**src/rtl/apu_pkg.sv**
```systemverilog
// Shared constants and types for the APU frame-counter control logic.
package apu_pkg;

    localparam int unsigned DLY_EVEN_DEF = 3;
    localparam int unsigned DLY_ODD_DEF  = 4;
    localparam int unsigned CNT_W_DEF    = 3;

    // $4017 bit positions
    localparam int unsigned SEQ_BIT = 7;
    localparam int unsigned INH_BIT = 6;

    typedef enum logic [0:0] {
        StIdle,
        StDelay
    } fc_state_e;

endpackage

```
**src/rtl/apu_frame_ctrl.sv**
```systemverilog
// $4017 write capture, delayed mode apply, frame IRQ flag and immediate quarter/half-frame
// clock merge for the APU frame counter.
import apu_pkg::*;

module apu_frame_ctrl #(
    parameter int unsigned DLY_EVEN = DLY_EVEN_DEF,
    parameter int unsigned DLY_ODD  = DLY_ODD_DEF,
    parameter int unsigned CNT_W    = CNT_W_DEF
) (
    input  logic       clk_in,
    input  logic       rst_in,
    input  logic       cpu_cycle_pulse_in,
    input  logic       apu_cycle_pulse_in,
    input  logic       wr_in,
    input  logic [7:0] d_in,
    input  logic       status_rd_in,
    input  logic       fc_e_pulse_in,
    input  logic       fc_l_pulse_in,
    input  logic       fc_f_pulse_in,
    output logic [1:0] mode_out,
    output logic       mode_wr_out,
    output logic       e_pulse_out,
    output logic       l_pulse_out,
    output logic       irq_out,
    output logic       busy_out
);

    fc_state_e        state_q;
    logic [CNT_W-1:0] cnt_q;
    logic [1:0]       mode_q;
    logic             irq_q;
    logic             irq_d;

    logic accept;
    logic expire;
    logic inh_clr;
    logic rd_clr;
    logic imm;

    // Only the mode/inhibit bits of $4017 matter here.
    logic unused_d;
    assign unused_d = ^d_in[5:0];

    assign accept  = wr_in & cpu_cycle_pulse_in;
    assign expire  = (state_q == StDelay) & (cnt_q == CNT_W'(1)) & cpu_cycle_pulse_in & ~accept;
    assign inh_clr = accept & d_in[INH_BIT];
    assign rd_clr  = status_rd_in & cpu_cycle_pulse_in;

    // The counter's own mode latch lags by one clk, so the 5-step immediate clock comes from here.
    assign imm = expire & mode_q[1];

    always_comb begin
        irq_d = irq_q;
        if (inh_clr) begin
            irq_d = 1'b0;
        end else if (fc_f_pulse_in) begin
            irq_d = 1'b1;
        end else if (rd_clr) begin
            irq_d = 1'b0;
        end
    end

    always_ff @(posedge clk_in or posedge rst_in) begin
        if (rst_in) begin
            state_q <= StIdle;
            cnt_q   <= '0;
            mode_q  <= 2'b00;
            irq_q   <= 1'b0;
        end else begin
            irq_q <= irq_d;
            if (accept) begin
                // Last write wins, including one landing on the expiry clk.
                mode_q  <= {d_in[SEQ_BIT], d_in[INH_BIT]};
                cnt_q   <= apu_cycle_pulse_in ? CNT_W'(DLY_EVEN) : CNT_W'(DLY_ODD);
                state_q <= StDelay;
            end else if ((state_q == StDelay) && cpu_cycle_pulse_in) begin
                if (cnt_q == CNT_W'(1)) begin
                    cnt_q   <= '0;
                    state_q <= StIdle;
                end else begin
                    cnt_q <= cnt_q - CNT_W'(1);
                end
            end
        end
    end

    assign mode_out    = mode_q;
    assign mode_wr_out = expire;
    assign e_pulse_out = fc_e_pulse_in | imm;
    assign l_pulse_out = fc_l_pulse_in | imm;
    assign irq_out     = irq_q;
    assign busy_out    = (state_q == StDelay);

endmodule

```
**config.mk**
```make
export PLATFORM = sky130hd
export DESIGN_NAME = apu_frame_ctrl
export DESIGN_NICKNAME = d
export VERILOG_FILES = /design/src/rtl/apu_pkg.sv /design/src/rtl/apu_frame_ctrl.sv
export SDC_FILE = /design/constraint.sdc
export NUM_CORES = 1
export LEC_CHECK = 0
export BUFFER_PORTS_ARGS = -buffer_cell sky130_fd_sc_hd__clkbuf_2
export CORE_ASPECT_RATIO = 0.9
export CORE_MARGIN = 2
export CORE_UTILIZATION = 25
export DETAILED_ROUTE_END_ITERATION = 8
export PLACE_DENSITY_LB_ADDON = 0.25
export SLEW_MARGIN = 0
export SYNTH_ARGS = -nofsm -noshare
export SYNTH_HDL_FRONTEND = slang
export SYNTH_SLANG_ARGS = --single-unit
```
**constraint.sdc**
```tcl
create_clock -name clk_in -period 1.5 [get_ports clk_in]
set_input_delay 0.45 -clock clk_in [delete_from_list [all_inputs] [get_ports clk_in]]
set_output_delay 0.45 -clock clk_in [all_outputs]
set_load 0.05 [all_outputs]
```
# Yosys cells after proc, flatten, opt, wreduce, memory -nomap -nowiden

Cells that the tools add are included.

Register bits: 7
Bits of input ports: 17

Add/subtract/negate cells: 1
Equality and inequality tests: 1
Mux-type cells: 10
Bitwise operators: 10
Reductions and logical operators: 5

Operators by type and width:

| cell                                             | count |
|---|---|
| 2-to-1 mux 3 bit                                 | 4 |
| bitwise AND 1 bit                                | 7 |
| 2-to-1 mux 1 bit                                 | 6 |
| nonzero test 2 bit                               | 2 |
| == test 3 x 1 -> 1 bit, second input constant    | 1 |
| nonzero test 3 bit                               | 1 |
| subtractor 3 x 1 -> 3 bit, second input constant | 1 |
| bitwise OR 1 bit                                 | 2 |
| AND reduction 2 bit                              | 1 |
| logical AND 1 bit                                | 1 |
| inverter 1 bit                                   | 1 |

# Longest topological paths before layout

Gate-level depths: netlist of run 1.

Depth in word-level cells: 6
Mapped depth: 5
Gate-level depth less buffers: 5

# Worst setup path after synthesis of run 1

No wires, ideal clock.

Path type: reg-to-output
Start: register state_q (netlist: busy_out)
End: output port mode_wr_out
Data arrival time: 1.515 ns
Required time: 1.050 ns
Setup slack: -0.465 ns
Cell stages (with the launch flop): 3
Path buffers: 0
Path through: dfrtp_1 -> nand2b_1 -> nor2_1

Word-level cells in the longest chain between the ends: 3

RTL lines:

| item                           | RTL line             | source |
|---|---|---|
| start: declaration             | apu_frame_ctrl.sv:28 | `fc_state_e state_q;` |
| start signal: assignment       | apu_frame_ctrl.sv:65 | `state_q <= StIdle;` |
| start signal: assignment       | apu_frame_ctrl.sv:75 | `state_q <= StDelay;` |
| start signal: assignment       | apu_frame_ctrl.sv:79 | `state_q <= StIdle;` |
| bitwise AND 1 bit (3 in a row) | apu_frame_ctrl.sv:45 | `assign expire = (state_q == StDelay) & (cnt_q == CNT_W'(1)) & cpu_cycle_pulse_in & ~accept;` |
| end: declaration               | apu_frame_ctrl.sv:21 | `output logic mode_wr_out,` |

Every way passes these cells.

# Worst setup path in the final report of run 1

Start: register cnt_q[1]
End: output port e_pulse_out

Word-level cells in the longest chain between the ends: 6

RTL lines:

| item                           | RTL line             | source |
|---|---|---|
| start: declaration             | apu_frame_ctrl.sv:29 | `logic [CNT_W-1:0] cnt_q;` |
| start signal: assignment       | apu_frame_ctrl.sv:74 | `cnt_q <= apu_cycle_pulse_in ? CNT_W'(DLY_EVEN) : CNT_W'(DLY_ODD);` |
| start signal: assignment       | apu_frame_ctrl.sv:81 | `cnt_q <= cnt_q - CNT_W'(1);` |
| == test 3 x 1 -> 1 bit         | apu_frame_ctrl.sv:45 |  |
| bitwise AND 1 bit (3 in a row) | apu_frame_ctrl.sv:45 |  |
| bitwise AND 1 bit              | apu_frame_ctrl.sv:50 | `assign imm = expire & mode_q[1];` |
| bitwise OR 1 bit               | apu_frame_ctrl.sv:89 | `assign e_pulse_out = fc_e_pulse_in \| imm;` |
| end: declaration               | apu_frame_ctrl.sv:22 | `output logic e_pulse_out,` |

Every way passes these cells.

==> impl_metrics.json, run 1 <==
{
  "syn_area_um2": 424,
  "worstMarginPinSlew_ps": 289,
  "grt_start_max_net_pins": 9,
  "combPwrFrac_pct": 49.9,
  "critPathSlowestCell": "sky130_fd_sc_hd__dfrtp_1",
  "detail_route.drc_violations": 0,
  "place.port_buffers": 17,
  "ff2ff_setup_slack_ps": 120,
  "die-height_um": 43.1,
  "setup.worst_path.end": "e_pulse_out",
  "power_frac_clock_pct": 19.6,
  "critical_path.startpoint": "cnt_q[1]",
  "timing.max_slew.rel_slack_pct": 80.4,
  "proportion_of_synthesized_chip_area_in_sequential_cells_pct": 41.3,
  "tritoncts.num_buffers": 3,
  "gr-usage-all-layers_pct": 12.1,
  "route.vias.total": 416,
  "dp_cells": 95,
  "nNetsFinal": 97,
  "htreeDepth": 1,
  "grt_pass1_wl_um": 1760,
  "final.setup.worst_slack_ps": -342,
  "synthesis.nets": 63,
  "clock_sinks": 7,
  "most-common-layout-cells": "sky130_fd_sc_hd__clkbuf_2, sky130_fd_sc_hd__buf_4, sky130_fd_sc_hd__dfrtp_1",
  "yosys.cell_types.count": 22,
  "ctsRootBufferMaster": "sky130_fd_sc_hd__clkbuf_4",
  "first_pass_iters": 2,
  "postSynthAreaPerCell_um2": 9.64,
  "final_cycle_utilization_of_the_critical_path_pct": 123,
  "power.density_mw_per_mm2": 1110,
  "worstPathBufferInverterCount": 2,
  "clock_input_transition_at_the_sequential_cells_of_the_worst_setup_and_hold_paths_ps": 50,
  "die_footprint_mm2": 0.00204,
  "timing_max_transition_violations_final": 0,
  "yosys_register_bits": 7,
  "wl_per_cell_um": 9.84,
  "clock-skew-final_ps": 2.79,
  "power_switching_share_pct": 36.0,
  "worst_r2r_endpoint": "cnt_q[2]",
  "synthesized_instance_count": 44,
  "tritoncts": "built",
  "worst_skew_pair.late_latency_ps": 240,
  "critical_path_cell_count": 6,
  "cell_family_with_the_largest_share_of_critical_path_delay": "simple AND/OR/NAND/NOR gates",
  "report.final.hold_viol_count": 0,
  "critical_path.endpoint_type": "output port",
  "worstPathArrival_ps": 1390,
  "antenna_found_initial": 0,
  "crit_path_cell_trace": "inv_2 > ha_4 > nor2b_4 > nand4_1 > nand2b_2 > buf_8",
  "synth-adder-area-share_pct": 5.90,
  "grt-ovfl-total": 0,
  "multi_input_area_um2": 278,
  "ys.warnings.count": 0,
  "std_cell_rows": 14,
  "total_negative_slack_for_setup_checks_ps": -1000,
  "drt_first_iter_violations": 4,
  "slowest_delay_ps": 380,
  "dp.final_hpwl_um": 773,
  "core_area_mm2": 0.00163,
  "finalPower_mw": 0.842,
  "outcome": "finished, violations left",
  "floorplan.initialDensity_pct": 26.0,
  "synth-simple-area-share_pct": 26.8,
  "antenna_cells": 0,
  "finalWirelength_um": 994,
  "static-leakage-power_nw": 0.370,
  "worst_supply_voltage_drop_on_vdd_v": 0.000464,
  "final_critical_period_ps": 1840,
  "setup_viol_count_final": 3,
  "pwr-share-seq_pct": 30.4,
  "synth_top_family_by_area": "simple AND/OR/NAND/NOR gates",
  "max-cap-violations": 0,
  "regToRegStartpoint": "cnt_q[1]",
  "failed_checks": "setup timing",
  "clockBufferDepth": 2,
  "cp-start-kind": "flip-flop",
  "xor_and_xnor_area_share_after_synthesis_pct": 0,
  "int_pwr_mw": 0.539,
  "cp_data_required_time_ps": 1050,
  "cts-hold-fix-buffers": 0,
  "io_pins": 24,
  "yosys-top-cells-area": "sky130_fd_sc_hd__dfrtp_1, sky130_fd_sc_hd__ha_1, sky130_fd_sc_hd__nand2b_1",
  "fillerInstances": 157,
  "worst_case_setup_slack_after_placement_ps": -286,
  "layout_commonest_cell": "sky130_fd_sc_hd__clkbuf_2",
  "synth_area_leader_cell": "sky130_fd_sc_hd__dfrtp_1",
  "drive_gt1_share_pct": 62.3,
  "path_class": "reg -> out",
  "worstPathMaxFanout": 2,
  "die_width_um": 47.4,
  "net_load_switching_power_mw": 0.304,
  "syn2layout_area_growth_pct": 79.4,
  "drt-vias-per-instance": 4.12,
  "worstHoldPathType": "in -> async",
  "muxShareOfSynthArea_pct": 5.31,
  "rsz0062_at_grt": "yes",
  "vias_in_the_first_global_route": 461,
  "synth-compound-area-share_pct": 13.3,
  "synth_top_area_share_pct": 41.3,
  "clock.fmax_mhz": 543,
  "seqCellArea_um2": 176,
  "layout.cells.non_filler": 101,
  "worstRegToRegCells": 6,
  "gp_congestion": 0.722,
  "drtAntennaViolNets": 0
}
[kinds of logic (layout without fill, tap and decap cells)]
| group | count (synthesis) | in the layout |
|---|---|---|
| AOI/OAI and AO/OA | 8 | 8 |
| DFF | 7 | 7 |
| muxes | 2 | 2 |
| and+or+nand+nor | 19 | 19 |
| adders and majority gates | 2 | 2 |
| buffers and inverters | 6 | 39 |
[worst min path at each step]
| stage | from | cells past startpoint | to | slack (ps) |
|---|---|---|---|---|
| floorplan | rst_in | 1 | cnt_q[0] | 250 |
| global placement | rst_in | 2 | irq_out | 370 |
| detailed placement | rst_in | 2 | irq_out | 370 |
| CTS | rst_in | 2 | mode_out[1] | 100 |
| global route | rst_in | 2 | cnt_q[2] | 110 |
| finish | rst_in | 2 | mode_out[1] | 100 |
[per-layer routing]
metal | routed length [um] | part of all wire [%] | up-vias | global-route usage (%)
li1 | - | - | 221 | -
met1 | 451 | 45 | 183 | 15.0
met2 | 479 | 48 | 12 | 18.9
met3 | 63 | 6.3 | 0 | 3.40
met4 | 0 | 0 | 0 | 5.00
met5 | 0 | 0 | - | 0
[worst reg2reg max path: stages (launching register included)]
cell,delay [ps]
sky130_fd_sc_hd__dfrtp_1,350
sky130_fd_sc_hd__inv_2,50
sky130_fd_sc_hd__buf_4,120
sky130_fd_sc_hd__buf_4,130
sky130_fd_sc_hd__ha_4,150
sky130_fd_sc_hd__a211o_1,280
sky130_fd_sc_hd__and3_1,180
[state kept, by name (all words and copies together) (netlist names)]
name      cells
cnt_q         3
mode_out      2
busy_out      1
irq_out       1
[synthesized netlist by cell type]
master / instances
sky130_fd_sc_hd__a211o_1: 1
sky130_fd_sc_hd__a21oi_1: 1
sky130_fd_sc_hd__a22o_1: 1
sky130_fd_sc_hd__a22o_2: 1
sky130_fd_sc_hd__and2b_2: 1
sky130_fd_sc_hd__and3_1: 1
sky130_fd_sc_hd__buf_2: 1
sky130_fd_sc_hd__buf_6: 1
sky130_fd_sc_hd__dfrtp_1: 7
sky130_fd_sc_hd__ha_1: 2
sky130_fd_sc_hd__inv_1: 4
sky130_fd_sc_hd__mux2_2: 2
sky130_fd_sc_hd__nand2_1: 5
sky130_fd_sc_hd__nand2b_1: 4
sky130_fd_sc_hd__nand3_1: 1
sky130_fd_sc_hd__nand3b_4: 1
sky130_fd_sc_hd__nand4_1: 1
sky130_fd_sc_hd__nor2_1: 3
sky130_fd_sc_hd__nor2b_1: 2
sky130_fd_sc_hd__o21ai_0: 2
sky130_fd_sc_hd__o21ai_1: 1
sky130_fd_sc_hd__o311ai_1: 1
[area by class of cell]
class / instances / share of cell area [%]
well taps: 24 / 3.95
multi-input cells: 31 / 36.5
inverters: 4 / 1.97
repair buffers: 31 / 30.9
flip-flops and latches: 7 / 23.2
clock buffers: 4 / 3.45
[per-stage QoR]
stage / cell area, um^2 / util, % / hold slack (ps)
3_5_place_dp: 642 / 39.4 / 372
3_3_place_gp: 642 / 39.4 / 373
4_1_cts: 769 / 47.2 / 104
2_1_floorplan: 438 / - / 253
5_1_grt: 761 / 46.7 / 107
6_report: 761 / 46.7 / 102
[power groups by stage]
stage	combinational, mW	sequential [mW]	clock (mW)
final	0.421	0.256	0.166
after detailed placement	0.344	0.251	0
after global placement	0.342	0.249	0
after global routing	0.458	0.260	0.187
after CTS	0.433	0.257	0.173
after floorplan	0.137	0.321	0
[timing repair]
| action | in CTS | in global routing |
|---|---|---|
| gates resized for setup | 13 | 8 |
| pin swaps | 3 | 6 |
| setup buffers | 7 | 1 |
| endpoints found under the setup margin | 4 | 7 |
| cloned | 0 | 0 |
Power figures use the tool's default switching activity.
==> run 2: changes to the inputs <==
--- a/config.mk
+++ b/config.mk
@@ -9,6 +9,7 @@
 export CORE_ASPECT_RATIO = 0.9
 export CORE_MARGIN = 2
 export CORE_UTILIZATION = 25
+export CTS_BUF_LIST = sky130_fd_sc_hd__clkbuf_8
 export DETAILED_ROUTE_END_ITERATION = 8
 export PLACE_DENSITY_LB_ADDON = 0.25
 export SLEW_MARGIN = 0
==> run 2 against run 1 <==
Compared with the run above:
- global-route usage increased by 0.33 points
- combinational power increased by 6.7%
- sequential share of layout area is 0.92 points lower
- core utilization rose by 1.9 points
- sequential cell count is the same
- the flow still finishes with violations (setup timing)
- non-clock buffer count increased by 1
- register-to-register slack worse by 70 ps
- total power is 15% higher
- cell count is 0.99% higher
- cell area rose by 4.1%
- maximum frequency hardly changed
- clock power up 55%
==> impl_metrics.json, run 2 (same netlist as run 1, synthesis figures left out) <==
{
  "outcome": "finished, violations left",
  "failed_checks": "setup timing",
  "finalPower_mw": 0.965,
  "grt_start_max_net_pins": 9,
  "critical_path.endpoint_type": "output port",
  "grt_pass1_wl_um": 1780,
  "grt-ovfl-total": 0,
  "die_width_um": 47.4,
  "timing.max_slew.rel_slack_pct": 81.0,
  "final_cycle_utilization_of_the_critical_path_pct": 123,
  "gp_congestion": 0.722,
  "antenna_found_initial": 0,
  "static-leakage-power_nw": 0.388,
  "power.density_mw_per_mm2": 1220,
  "vias_in_the_first_global_route": 462,
  "clock-skew-final_ps": 0.638,
  "worst_skew_pair.late_latency_ps": 230,
  "floorplan.initialDensity_pct": 26.0,
  "std_cell_rows": 14,
  "worstMarginPinSlew_ps": 281,
  "htreeDepth": 1,
  "seqCellArea_um2": 176,
  "clock_sinks": 7,
  "finalWirelength_um": 1090,
  "cp-start-kind": "flip-flop",
  "multi_input_area_um2": 282,
  "drive_gt1_share_pct": 64.1,
  "first_pass_iters": 4,
  "drtAntennaViolNets": 0,
  "tritoncts": "built",
  "nNetsFinal": 98,
  "worst_supply_voltage_drop_on_vdd_v": 0.000619,
  "worst_r2r_endpoint": "cnt_q[2]",
  "die_footprint_mm2": 0.00204,
  "final_critical_period_ps": 1840,
  "layout_commonest_cell": "sky130_fd_sc_hd__clkbuf_2",
  "report.final.hold_viol_count": 0,
  "worstRegToRegCells": 7,
  "cp_data_required_time_ps": 1050,
  "worstPathArrival_ps": 1390,
  "most-common-layout-cells": "sky130_fd_sc_hd__clkbuf_2, sky130_fd_sc_hd__buf_4, sky130_fd_sc_hd__dfrtp_1",
  "regToRegStartpoint": "cnt_q[1]",
  "route.vias.total": 433,
  "fillerInstances": 157,
  "ff2ff_setup_slack_ps": 50,
  "drt_first_iter_violations": 8,
  "die-height_um": 43.1,
  "timing_max_transition_violations_final": 0,
  "max-cap-violations": 0,
  "ctsRootBufferMaster": "sky130_fd_sc_hd__clkbuf_8",
  "wl_per_cell_um": 10.7,
  "syn2layout_area_growth_pct": 86.7,
  "clock.fmax_mhz": 542,
  "detail_route.drc_violations": 0,
  "rsz0062_at_grt": "yes",
  "final.setup.worst_slack_ps": -344,
  "io_pins": 24,
  "dp.final_hpwl_um": 773,
  "gr-usage-all-layers_pct": 12.4,
  "drt-vias-per-instance": 4.25,
  "place.port_buffers": 17,
  "clock_input_transition_at_the_sequential_cells_of_the_worst_setup_and_hold_paths_ps": 40,
  "total_negative_slack_for_setup_checks_ps": -1010,
  "clockBufferDepth": 2,
  "worstHoldPathType": "in -> async",
  "core_area_mm2": 0.00163,
  "largest_reg_flops": 3,
  "tritoncts.num_buffers": 3,
  "register_with_the_most_flip_flops": "cnt_q",
  "path_class": "reg -> out",
  "setup_viol_count_final": 3,
  "worstPathMaxFanout": 2,
  "antenna_cells": 0
}
run 2: changes by cell type in the layout (fill, tap and decap cells not counted), sizes merged:
| cell | delta |
|---|---|
| clkbuf | -1 |
| inv | +1 |
| buf | +1 |
run 2: how the worst max path moves through the flow:
stage                        start          end  slack, ps  cells after the start
final                     cnt_q[1]  e_pulse_out       -340                      6
after global routing      cnt_q[1]  e_pulse_out       -410                      6
after CTS                 cnt_q[1]  e_pulse_out       -340                      6
after detailed placement  cnt_q[1]  l_pulse_out       -290                      6
after global placement    cnt_q[1]  l_pulse_out       -280                      6
after floorplan           cnt_q[1]  e_pulse_out       -140                      5
run 2: critical path: stages, from the launching register on:
cell and delay, ps:
sky130_fd_sc_hd__dfrtp_1 390, sky130_fd_sc_hd__inv_2 80, sky130_fd_sc_hd__ha_4 120, sky130_fd_sc_hd__nor2b_4 150, sky130_fd_sc_hd__nand4_1 160, sky130_fd_sc_hd__nand2b_2 120, sky130_fd_sc_hd__buf_8 140
run 2: cell type report:
| cell class | instances | share of cell area [%] |
|---|---|---|
| Clock buffer | 3 | 5.21 |
| Clock inverter | 1 | 0.474 |
| Inverter | 4 | 1.90 |
| Multi-Input combinational cell | 31 | 35.5 |
| Sequential cell | 7 | 22.3 |
| Tap cell | 24 | 3.79 |
| Timing Repair Buffer | 32 | 30.8 |
run 2: metrics by stage:
stage	utilization [%]	area (um^2)	worst slack [ps]	hold slack, ps	instances
CTS	48.4	788	-339	126	106
global placement	39.4	642	-278	373	95
detailed placement	39.4	642	-286	372	95
finish	48.6	792	-344	122	102
global route	48.6	792	-407	139	102
floorplan	-	438	-141	253	44
run 2: layer usage:
| layer | part of all wire, % | track usage (%) |
|---|---|---|
| met5 | 0 | 0 |
| met3 | 7.4 | 3.40 |
| met4 | 2.8 | 6.67 |
| met1 | 41 | 15.0 |
| met2 | 49 | 19.2 |
run 2: power by group:
group	internal (mW)	switching, mW	leakage, nW
sequential	0.229	0.0285	0.0791
combinational	0.226	0.223	0.282
clock	0.177	0.0811	0.0269
run 2: what timing repair did:
action | in CTS | in global routing
resized for setup | 13 | 8
buffers inserted | 7 | 1
pin swaps | 3 | 5
endpoints found under the setup margin | 4 | 6
hold buffers | 0 | 0
hold endpoints to repair | 0 | 0
==> run 3: changes to the inputs <==
--- a/config.mk
+++ b/config.mk
@@ -6,9 +6,11 @@
 export NUM_CORES = 1
 export LEC_CHECK = 0
 export BUFFER_PORTS_ARGS = -buffer_cell sky130_fd_sc_hd__clkbuf_2
+export CELL_PAD_IN_SITES_DETAIL_PLACEMENT = 2
+export CELL_PAD_IN_SITES_GLOBAL_PLACEMENT = 2
 export CORE_ASPECT_RATIO = 0.9
 export CORE_MARGIN = 2
-export CORE_UTILIZATION = 25
+export CORE_UTILIZATION = 24
 export CTS_BUF_LIST = sky130_fd_sc_hd__clkbuf_8
 export DETAILED_ROUTE_END_ITERATION = 8
 export PLACE_DENSITY_LB_ADDON = 0.25
==> run 3 against run 2 <==
Compared with the run above:
- the flow still finishes with violations (setup timing)
- clock power hardly changed
- first-iteration DRC count shrank 100%
- hold slack improved by 19 ps
- routed wire length up 28%
- sequential share of layout area increased by 0.88 points
- clock skew hardly changed
- via count grew 3.2%
- critical endpoint is now l_pulse_out
- largest power group unchanged
==> impl_metrics.json, run 3 (same netlist as run 1, synthesis figures left out) <==
{
  "outcome": "finished, violations left",
  "failed_checks": "setup timing",
  "worstRegToRegCells": 8,
  "gr-usage-all-layers_pct": 15.5,
  "die_footprint_mm2": 0.00212,
  "power_switching_share_pct": 35.0,
  "core_area_mm2": 0.00166,
  "floorplan.initialDensity_pct": 25.5,
  "finalWirelength_um": 1400,
  "io_pins": 24,
  "cell_family_with_the_largest_share_of_critical_path_delay": "simple AND/OR/NAND/NOR gates",
  "clock_input_transition_at_the_sequential_cells_of_the_worst_setup_and_hold_paths_ps": 40,
  "path_class": "reg -> out",
  "finalHoldWorstSlack_ps": 141,
  "clock.fmax_mhz": 533,
  "dp.final_hpwl_um": 981,
  "place.port_buffers": 17,
  "worstPathMaxFanout": 3,
  "crit_path_cell_trace": "inv_2 > ha_4 > nor2b_4 > nand4_1 > nand2b_2 > buf_8",
  "std_cell_rows": 14,
  "final.setup.worst_slack_ps": -377,
  "final_critical_period_ps": 1880,
  "cp-start-kind": "flip-flop",
  "die-height_um": 43.9,
  "htreeDepth": 1,
  "critPathSlowestCell": "sky130_fd_sc_hd__dfrtp_1",
  "worstPathBufferInverterCount": 2,
  "grt-ovfl-total": 0,
  "max-cap-violations": 0,
  "first_pass_iters": 1,
  "layout_commonest_cell": "sky130_fd_sc_hd__buf_4",
  "net_load_switching_power_mw": 0.333,
  "drt_first_iter_violations": 0,
  "pwr-share-seq_pct": 27.4,
  "tritoncts.num_buffers": 3,
  "clock_sinks": 7,
  "register_with_the_most_flip_flops": "cnt_q",
  "drt-vias-per-instance": 4.30,
  "worst_skew_pair.late_latency_ps": 220,
  "worstHoldPathType": "in -> async",
  "static-leakage-power_nw": 0.384,
  "worstMarginPinSlew_ps": 295,
  "drive_gt1_share_pct": 62.5,
  "worstPathArrival_ps": 1430,
  "grt_pass1_wl_um": 2380,
  "wl_per_cell_um": 13.4,
  "rsz0062_at_grt": "yes",
  "clockBufferDepth": 2,
  "final_cycle_utilization_of_the_critical_path_pct": 125,
  "timing.max_slew.rel_slack_pct": 80.3,
  "critical_path.endpoint_type": "output port",
  "antenna_found_initial": 0,
  "detail_route.drc_violations": 0,
  "cp_data_required_time_ps": 1050,
  "nNetsFinal": 100,
  "die_width_um": 48.3,
  "timing_max_transition_violations_final": 0,
  "regToRegStartpoint": "cnt_q[1]",
  "fillerInstances": 198,
  "gp_congestion": 0.705,
  "route.vias.total": 447,
  "report.final.hold_viol_count": 0,
  "power.density_mw_per_mm2": 1250,
  "syn2layout_area_growth_pct": 79.6,
  "grt_start_max_net_pins": 8,
  "worst_r2r_endpoint": "cnt_q[2]",
  "vias_in_the_first_global_route": 500,
  "combPwrFrac_pct": 45.3,
  "ff2ff_setup_slack_ps": -40,
  "slowest_delay_ps": 380,
  "drtAntennaViolNets": 0,
  "antenna_cells": 0,
  "tritoncts": "built",
  "largest_reg_flops": 3,
  "most-common-layout-cells": "sky130_fd_sc_hd__buf_4, sky130_fd_sc_hd__clkbuf_2, sky130_fd_sc_hd__dfrtp_1",
  "int_pwr_mw": 0.619,
  "clock-skew-final_ps": 0.349,
  "ctsRootBufferMaster": "sky130_fd_sc_hd__clkbuf_8",
  "worst_supply_voltage_drop_on_vdd_v": 0.000500,
  "final_core_utilization_pct": 45.8,
  "power_frac_clock_pct": 27.3,
  "setup_viol_count_final": 4
}
-- run 3: per-layer routing --
layer / GRT usage (%) / share of wire (%) / wire, um
met1: 17.5 / 44 / 612
met2: 28.1 / 52 / 733
met3: 4.14 / 2.2 / 31
met4: 6.86 / 1.4 / 19
met5: 0 / 0 / 0
-- run 3: stage by stage --
stage | cells | TNS, ps | total power [mW] | instance area [um^2] | worst slack (ps)
final | 104 | -1150 | 0.952 | 762 | -377
after global placement | 95 | -1170 | 0.594 | 627 | -408
after CTS | 102 | -1120 | 0.940 | 741 | -395
after floorplan | 44 | -374 | 0.458 | 438 | -141
after global routing | 104 | -1480 | 1.02 | 762 | -469
after detailed placement | 95 | -1260 | 0.605 | 627 | -444
-- run 3: worst max-delay path by stage --
stage	from	end	slack [ps]	cells after the start
after floorplan	cnt_q[1]	e_pulse_out	-140	5
after global placement	cnt_q[1]	e_pulse_out	-410	6
after detailed placement	cnt_q[1]	l_pulse_out	-440	6
after CTS	cnt_q[1]	e_pulse_out	-390	6
after global routing	cnt_q[1]	l_pulse_out	-470	6
final	cnt_q[1]	l_pulse_out	-380	6
-- run 3: cell type report --
type	instances	area (um^2)	share of cell area, %
tap	24	30.0	3.94
sequential	7	176	23.2
multi-input combinational	31	253	33.2
clock inverter	1	3.75	0.493
clock buffer	3	41.3	5.42
timing repair buffer	34	243	31.9
inverter	4	15.0	1.97
-- run 3: power by group through the flow --
stage,clock network (mW),registers [mW],logic (mW)
2_1_floorplan,0,0.321,0.137
3_3_place_gp,0,0.251,0.343
3_5_place_dp,0,0.254,0.350
4_1_cts,0.272,0.260,0.408
5_1_grt,0.288,0.267,0.467
6_report,0.260,0.261,0.431
-- run 3: repair_timing --
action	4_1_cts	5_1_grt
buffers inserted	3	2
pin swaps	1	1
resized for setup	11	5
setup endpoints to repair	3	4
hold buffers	0	0
